### src/rtl/axi_rd_pkg.sv
// Shared types and constants for the AXI read-channel arbiter.
// The AR register is kept as one packed struct so that loading and holding it stays a single assignment.
package axi_rd_pkg;

  typedef enum logic {
    AR_IDLE = 1'b0,
    AR_SEND = 1'b1
  } ar_state_t;

  localparam logic [3:0] I_ID_DEFAULT    = 4'd0;
  localparam logic [3:0] D_ID_DEFAULT    = 4'd1;
  localparam logic [3:0] I_CACHE_DEFAULT = 4'hf;
  localparam logic [3:0] D_CACHE_DEFAULT = 4'h0;

  localparam logic [1:0] BURST_INCR = 2'b01;
  localparam logic [2:0] SIZE_WORD  = 3'b010;
  localparam logic [1:0] RESP_OKAY  = 2'b00;

  // Requester index used by the arbiter: bit 0 is the I side, bit 1 is the D side.
  localparam int SIDE_I = 0;
  localparam int SIDE_D = 1;

  typedef struct packed {
    logic [3:0]  id;
    logic [31:0] addr;
    logic [3:0]  len;
    logic [2:0]  size;
    logic [1:0]  burst;
    logic [3:0]  cache;
  } ar_fields_t;

  localparam ar_fields_t AR_FIELDS_ZERO = '0;

endpackage

### src/rtl/axi_read_arbiter_rr_arb2.sv
// Two-input round-robin arbiter.
// On a tie it grants the side that did not win last; a lone requester always wins.
module rr_arb2 (
  input  logic       clk,
  input  logic       areset,
  input  logic [1:0] req,
  input  logic       update,
  output logic [1:0] grant
);

  // 0: index 0 (I side) won last, 1: index 1 (D side) won last.
  logic last_grant_q;
  logic last_grant_d;

  always_comb begin
    grant = req;
    if (req == 2'b11) begin
      grant = last_grant_q ? 2'b01 : 2'b10;
    end
  end

  always_comb begin
    last_grant_d = last_grant_q;
    if (update) begin
      last_grant_d = grant[1];
    end
  end

  always_ff @(posedge clk or posedge areset) begin
    if (areset) begin
      last_grant_q <= 1'b0;
    end else begin
      last_grant_q <= last_grant_d;
    end
  end

endmodule

### src/rtl/axi_read_arbiter.sv
// Shares one AXI AR/R channel pair between the I-cache refill side and the D-side uncached reads.
// AR is fully registered; R beats are steered back to their requester by rid.
module axi_read_arbiter
  import axi_rd_pkg::*;
#(
  parameter logic [3:0] I_ID    = I_ID_DEFAULT,
  parameter logic [3:0] D_ID    = D_ID_DEFAULT,
  parameter logic [3:0] I_CACHE = I_CACHE_DEFAULT,
  parameter logic [3:0] D_CACHE = D_CACHE_DEFAULT
) (
  input  logic        clk,
  input  logic        areset,

  input  logic        i_req_valid,
  output logic        i_req_ready,
  input  logic [31:0] i_req_addr,
  input  logic [3:0]  i_req_len,

  output logic        i_rvalid,
  input  logic        i_rready,
  output logic [31:0] i_rdata,
  output logic        i_rlast,

  input  logic        d_req_valid,
  output logic        d_req_ready,
  input  logic [31:0] d_req_addr,
  input  logic [2:0]  d_req_size,

  output logic        d_rvalid,
  input  logic        d_rready,
  output logic [31:0] d_rdata,

  output logic [3:0]  arid,
  output logic [31:0] araddr,
  output logic [3:0]  arlen,
  output logic [2:0]  arsize,
  output logic [1:0]  arburst,
  output logic [1:0]  arlock,
  output logic [3:0]  arcache,
  output logic [2:0]  arprot,
  output logic        arvalid,
  input  logic        arready,

  input  logic [3:0]  rid,
  input  logic [31:0] rdata,
  input  logic [1:0]  rresp,
  input  logic        rlast,
  input  logic        rvalid,
  output logic        rready,

  output logic        rd_err
);

  ar_state_t  ar_state_q, ar_state_d;
  ar_fields_t ar_q, ar_d;
  logic       i_busy_q, i_busy_d;
  logic       d_busy_q, d_busy_d;
  logic       rd_err_q, rd_err_d;

  logic       ar_idle;
  logic [1:0] arb_req;
  logic [1:0] arb_grant;
  logic       i_accept;
  logic       d_accept;
  logic       ar_hs;

  logic       route_i;
  logic       route_d;
  logic       r_ready;
  logic       r_hs;

  // ---------------------------------------------------------------- request side
  assign ar_idle = (ar_state_q == AR_IDLE);

  always_comb begin
    arb_req         = '0;
    arb_req[SIDE_I] = ar_idle & i_req_valid & ~i_busy_q;
    arb_req[SIDE_D] = ar_idle & d_req_valid & ~d_busy_q;
  end

  rr_arb2 u_rr_arb2 (
    .clk    (clk),
    .areset (areset),
    .req    (arb_req),
    .update (i_accept | d_accept),
    .grant  (arb_grant)
  );

  assign i_req_ready = ar_idle & ~i_busy_q & arb_grant[SIDE_I];
  assign d_req_ready = ar_idle & ~d_busy_q & arb_grant[SIDE_D];
  assign i_accept    = i_req_valid & i_req_ready;
  assign d_accept    = d_req_valid & d_req_ready;

  // ---------------------------------------------------------------- AR register
  assign ar_hs = (ar_state_q == AR_SEND) & arready;

  always_comb begin
    ar_state_d = ar_state_q;
    ar_d       = ar_q;
    case (ar_state_q)
      AR_IDLE: begin
        if (i_accept) begin
          ar_d.id    = I_ID;
          ar_d.addr  = i_req_addr;
          ar_d.len   = i_req_len;
          ar_d.size  = SIZE_WORD;
          ar_d.burst = BURST_INCR;
          ar_d.cache = I_CACHE;
          ar_state_d = AR_SEND;
        end else if (d_accept) begin
          ar_d.id    = D_ID;
          ar_d.addr  = d_req_addr;
          ar_d.len   = 4'd0;
          ar_d.size  = d_req_size;
          ar_d.burst = BURST_INCR;
          ar_d.cache = D_CACHE;
          ar_state_d = AR_SEND;
        end
      end
      AR_SEND: begin
        if (arready) begin
          ar_state_d = AR_IDLE;
        end
      end
      default: ar_state_d = AR_IDLE;
    endcase
  end

  assign arid    = ar_q.id;
  assign araddr  = ar_q.addr;
  assign arlen   = ar_q.len;
  assign arsize  = ar_q.size;
  assign arburst = ar_q.burst;
  assign arcache = ar_q.cache;
  assign arlock  = 2'b00;
  assign arprot  = 3'b000;
  assign arvalid = (ar_state_q == AR_SEND);

  // ---------------------------------------------------------------- R routing
  always_comb begin
    route_i  = 1'b0;
    route_d  = 1'b0;
    r_ready  = 1'b1;
    i_rvalid = 1'b0;
    d_rvalid = 1'b0;
    if ((rid == I_ID) && i_busy_q) begin
      route_i  = 1'b1;
      r_ready  = i_rready;
      i_rvalid = rvalid;
    end else if ((rid == D_ID) && d_busy_q) begin
      route_d  = 1'b1;
      r_ready  = d_rready;
      d_rvalid = rvalid;
    end
  end

  assign rready  = r_ready;
  assign r_hs    = rvalid & r_ready;
  assign i_rdata = rdata;
  assign d_rdata = rdata;
  assign i_rlast = rlast;

  // ---------------------------------------------------------------- outstanding flags and error
  always_comb begin
    i_busy_d = i_busy_q;
    d_busy_d = d_busy_q;
    if (r_hs && rlast && route_i) i_busy_d = 1'b0;
    if (r_hs && rlast && route_d) d_busy_d = 1'b0;
    // A side is never retiring while its own AR is still pending, so setting last is safe.
    if (ar_hs && (ar_q.id == I_ID)) i_busy_d = 1'b1;
    if (ar_hs && (ar_q.id == D_ID)) d_busy_d = 1'b1;
  end

  always_comb begin
    rd_err_d = rd_err_q;
    if (rvalid && !route_i && !route_d) rd_err_d = 1'b1;
    if (r_hs && (rresp != RESP_OKAY))    rd_err_d = 1'b1;
  end

  assign rd_err = rd_err_q;

  always_ff @(posedge clk or posedge areset) begin
    if (areset) begin
      ar_state_q <= AR_IDLE;
      ar_q       <= AR_FIELDS_ZERO;
      i_busy_q   <= 1'b0;
      d_busy_q   <= 1'b0;
      rd_err_q   <= 1'b0;
    end else begin
      ar_state_q <= ar_state_d;
      ar_q       <= ar_d;
      i_busy_q   <= i_busy_d;
      d_busy_q   <= d_busy_d;
      rd_err_q   <= rd_err_d;
    end
  end

endmodule

### config.mk
export PLATFORM = sky130hd
export DESIGN_NAME = axi_read_arbiter
export DESIGN_NICKNAME = d
export VERILOG_FILES = /design/src/rtl/axi_rd_pkg.sv /design/src/rtl/axi_read_arbiter_rr_arb2.sv /design/src/rtl/axi_read_arbiter.sv
export SDC_FILE = /design/constraint.sdc
export NUM_CORES = 1
export LEC_CHECK = 0
export CORE_UTILIZATION = 31
export DETAILED_ROUTE_END_ITERATION = 8
export GPL_TIMING_DRIVEN = 0
export PLACE_DENSITY = 0.85
export REMOVE_ABC_BUFFERS = 1
export SYNTH_ARGS = -nofsm -noshare
export SYNTH_HDL_FRONTEND = slang
export SYNTH_SLANG_ARGS = --single-unit
### constraint.sdc
create_clock -name clk -period 2 [get_ports clk]
set_clock_uncertainty 0.05 [all_clocks]
set_input_delay 0.2 -clock clk [delete_from_list [all_inputs] [get_ports clk]]
set_output_delay 0.2 -clock clk [all_outputs]
set_load 0.02 [all_outputs]
==> reports/metrics.cfg <==
[run_status]
status = finished clean

[clocking]
cts_sinks = 47
cts_tree = yes
path_clk_slew_ps = 90
cts-buffers-inserted = 5
insertion_delay_ps = 300
ctsHoldBuffers = 0
cts_root_buf = clkbuf_8
clk_path_buf_depth = 2
htree_num_levels = 2

[flow_run]
maxCapViolCount = 0

[sta]
slew_headroom = 0.4156
tns_ps = 0
grt_setup_unrepaired = false
timing.final.crit_share = 0.9602
setup_viol = 0
hold_viol_final = 0
fmax_mhz = 520.7
fin_crit_ps = 1920
worst_pin_slew_ps = 876.5
hold_ws_ps = 208.7
slew_viol_final = 0

[power_and_ir_drop]
total_leakage_power_nw = 1.708
powerDensity_nw_per_um2 = 1318
ir_drop_v = 0.0005488

[place]
hpwl_um = 9231
placed_area_um2 = 3615
io_buffer_count = 138
routabilityCongestion = 0.8123
post-place-cells = 414

[die]
pin_count = 244
die_h_um = 94.92
die-area_um2 = 9009
row_count = 33
core_um2 = 8299
initial_core_util = 0.3225
die_x_um = 94.92

[detailed_routing]
wl_per_cell_um = 27.64
drt_pass1_iterations = 4
drtAntennaViolNets = 0
viasPerCell = 5.370
drt_iter0_drc = 93
drc = 0
drt_wl_total_um = 11800
vias = 2293

[yosys]
synth-seq-cells = 47
yosys.area.top_type = dfrtp_1
netlist_instances = 253
async_reset_ff_frac = 1.000
avgSynthCellArea_um2 = 10.58
synth_edf_count = 0
synth_warnings = 0
synth-main-ff-cell = dfrtp_1
yosysSeqAreaShare = 0.4395
synth.distinct_cells = 30
synth.area.top_cells = dfrtp_1, buf_4, a221o_1
yosys.area.top_type_share = 0.4395
syn_area_um2 = 2676

[layout]
nets = 439
syn_to_final_growth_pct = 41.28
antennaDiodeCount = 0
finalNonFillerCells = 427
drive_gt1_frac = 0.07764
design_area_um2 = 3781

[critical_path]
crit_fanout = 24
worstPathArrival_ps = 1670
crit_type = reg -> out
crit_chain = nand2b_1, nor3_4, clkbuf_16, clkdlybuf4s15_2
critPathSlowestCell = dfrtp_2
start_kind = flop
reg2reg_slack_ps = 190
r2r_cells = 3
reg2reg_to = araddr[17]$_DFFE_PP0P_
end_kind = primary output
critPathRequiredTime_ps = 1750
cpPeakStageDelay_ps = 460
reg2reg_from = i_busy_q$_DFFE_PP0P_

[global_route]
grt_pass1_wl_um = 15640
gr-total-overflow = 0
first_global_vias = 2309
antenna_found_initial = 0
grt_max_degree = 44
grt.total_usage = 0.2554

[worst_hold_path]
hold_class = in -> async

-- where the power goes --
group	total (mW)	internal [mW]	switching (mW)	leakage, nW
registers	1.68	1.37	0.306	0.571
clock network	0.726	0.405	0.321	0.0612
logic	2.58	1.36	1.22	1.08
total	4.98	3.14	1.85	1.71
-- final cells by class --
class / count / area [um^2]
clock buffer: 6 / 82.58
timing repair buffer: 145 / 1480
sequential: 47 / 1179
inverter: 5 / 18.77
fill: 777 / 4518
clock inverter: 2 / 35.03
tap: 105 / 131.4
multi-input combinational: 117 / 854.6
-- worst max path at each step --
stage                     slack, ps                    end  cells after the start            startpoint
after floorplan                -380  araddr[0]$_DFFE_PP0P_                      2     arvalid$_DFF_PP0_
after global placement        -1840            i_req_ready                      4           d_req_valid
after detailed placement       -890            d_req_ready                      4           i_req_valid
after CTS                         3            i_req_ready                      4  i_busy_q$_DFFE_PP0P_
after global routing              4            i_req_ready                      4  i_busy_q$_DFFE_PP0P_
final                            80            i_req_ready                      4  i_busy_q$_DFFE_PP0P_
-- registers in the layout, summed over array words and instances (netlist names) --
register	count
araddr	32
arlen	4
arsize	3
arburst	1
arcache	1
arid	1
arvalid	1
d_busy_q	1
i_busy_q	1
rd_err	1
u_rr_arb2.last_grant_q	1
-- Yosys cell counts (all sizes together), types with 2 or more instances --
cell and count:
a21o 3, a221o 32, a22o 6, and3 32, buf 85, clkbuf 8, dfrtp 47, inv 5
nand2 7, nand2b 4, nor2 5, nor3 2, nor3b 2, o21ai 2
-- kinds of logic (layout without fill, tap and decap cells) --
group                  after synthesis  in the layout  synth area share
buffers and inverters               98            158            0.2609
flip-flops                          47             47            0.4395
AO/OA/AOI/OAI                       50             50            0.1706
other                                1              9          0.001401
AND/OR/NAND/NOR                     57             58            0.1276
-- routing by layer --
| metal | up-vias | global-route usage | routed length, um |
|---|---|---|---|
| li1 | 964 | - | - |
| met1 | 1089 | 0.2425 | 3756 |
| met2 | 207 | 0.3849 | 5122 |
| met3 | 31 | 0.2093 | 2226 |
| met4 | 2 | 0.1288 | 648 |
| met5 | - | 0.05952 | 48 |
-- repair_timing --
action                     CTS  global route
setup buffers                3             1
setup endpoints to repair   45             6
pin swaps                    2             1
gates resized for setup      5             8
cloned                       1             0
-- worst max-delay path, delay by kind of cell, from the launching register on --
family / cells / cell delay [ps]
buffers and inverters: 2 / 500
AND/OR/NAND/NOR: 2 / 400
flip-flops: 1 / 460
-- placed cells by master (no fill, tap or decap), drive strengths merged, types with 5 or more instances in the layout --
cell	netlist	layout
buf	85	6
clkbuf	8	7
nand2	7	7
a221o	32	32
dfrtp	47	47
and3	32	32
a22o	6	6
nor2	5	5
conb	1	9
inv	5	5
clkdlybuf4s50	0	133
-- per-stage QoR --
stage	utilization	total power, mW	setup slack (ps)
after CTS	0.4535	5.014	3.295
after global routing	0.4556	5.221	4.325
after detailed placement	0.4356	4.222	-894.7
after floorplan	-	2.893	-377.4
after global placement	0.4265	4.093	-1839
final	0.4556	4.983	79.60
No activity file was read; power rests on OpenSTA's default activity.
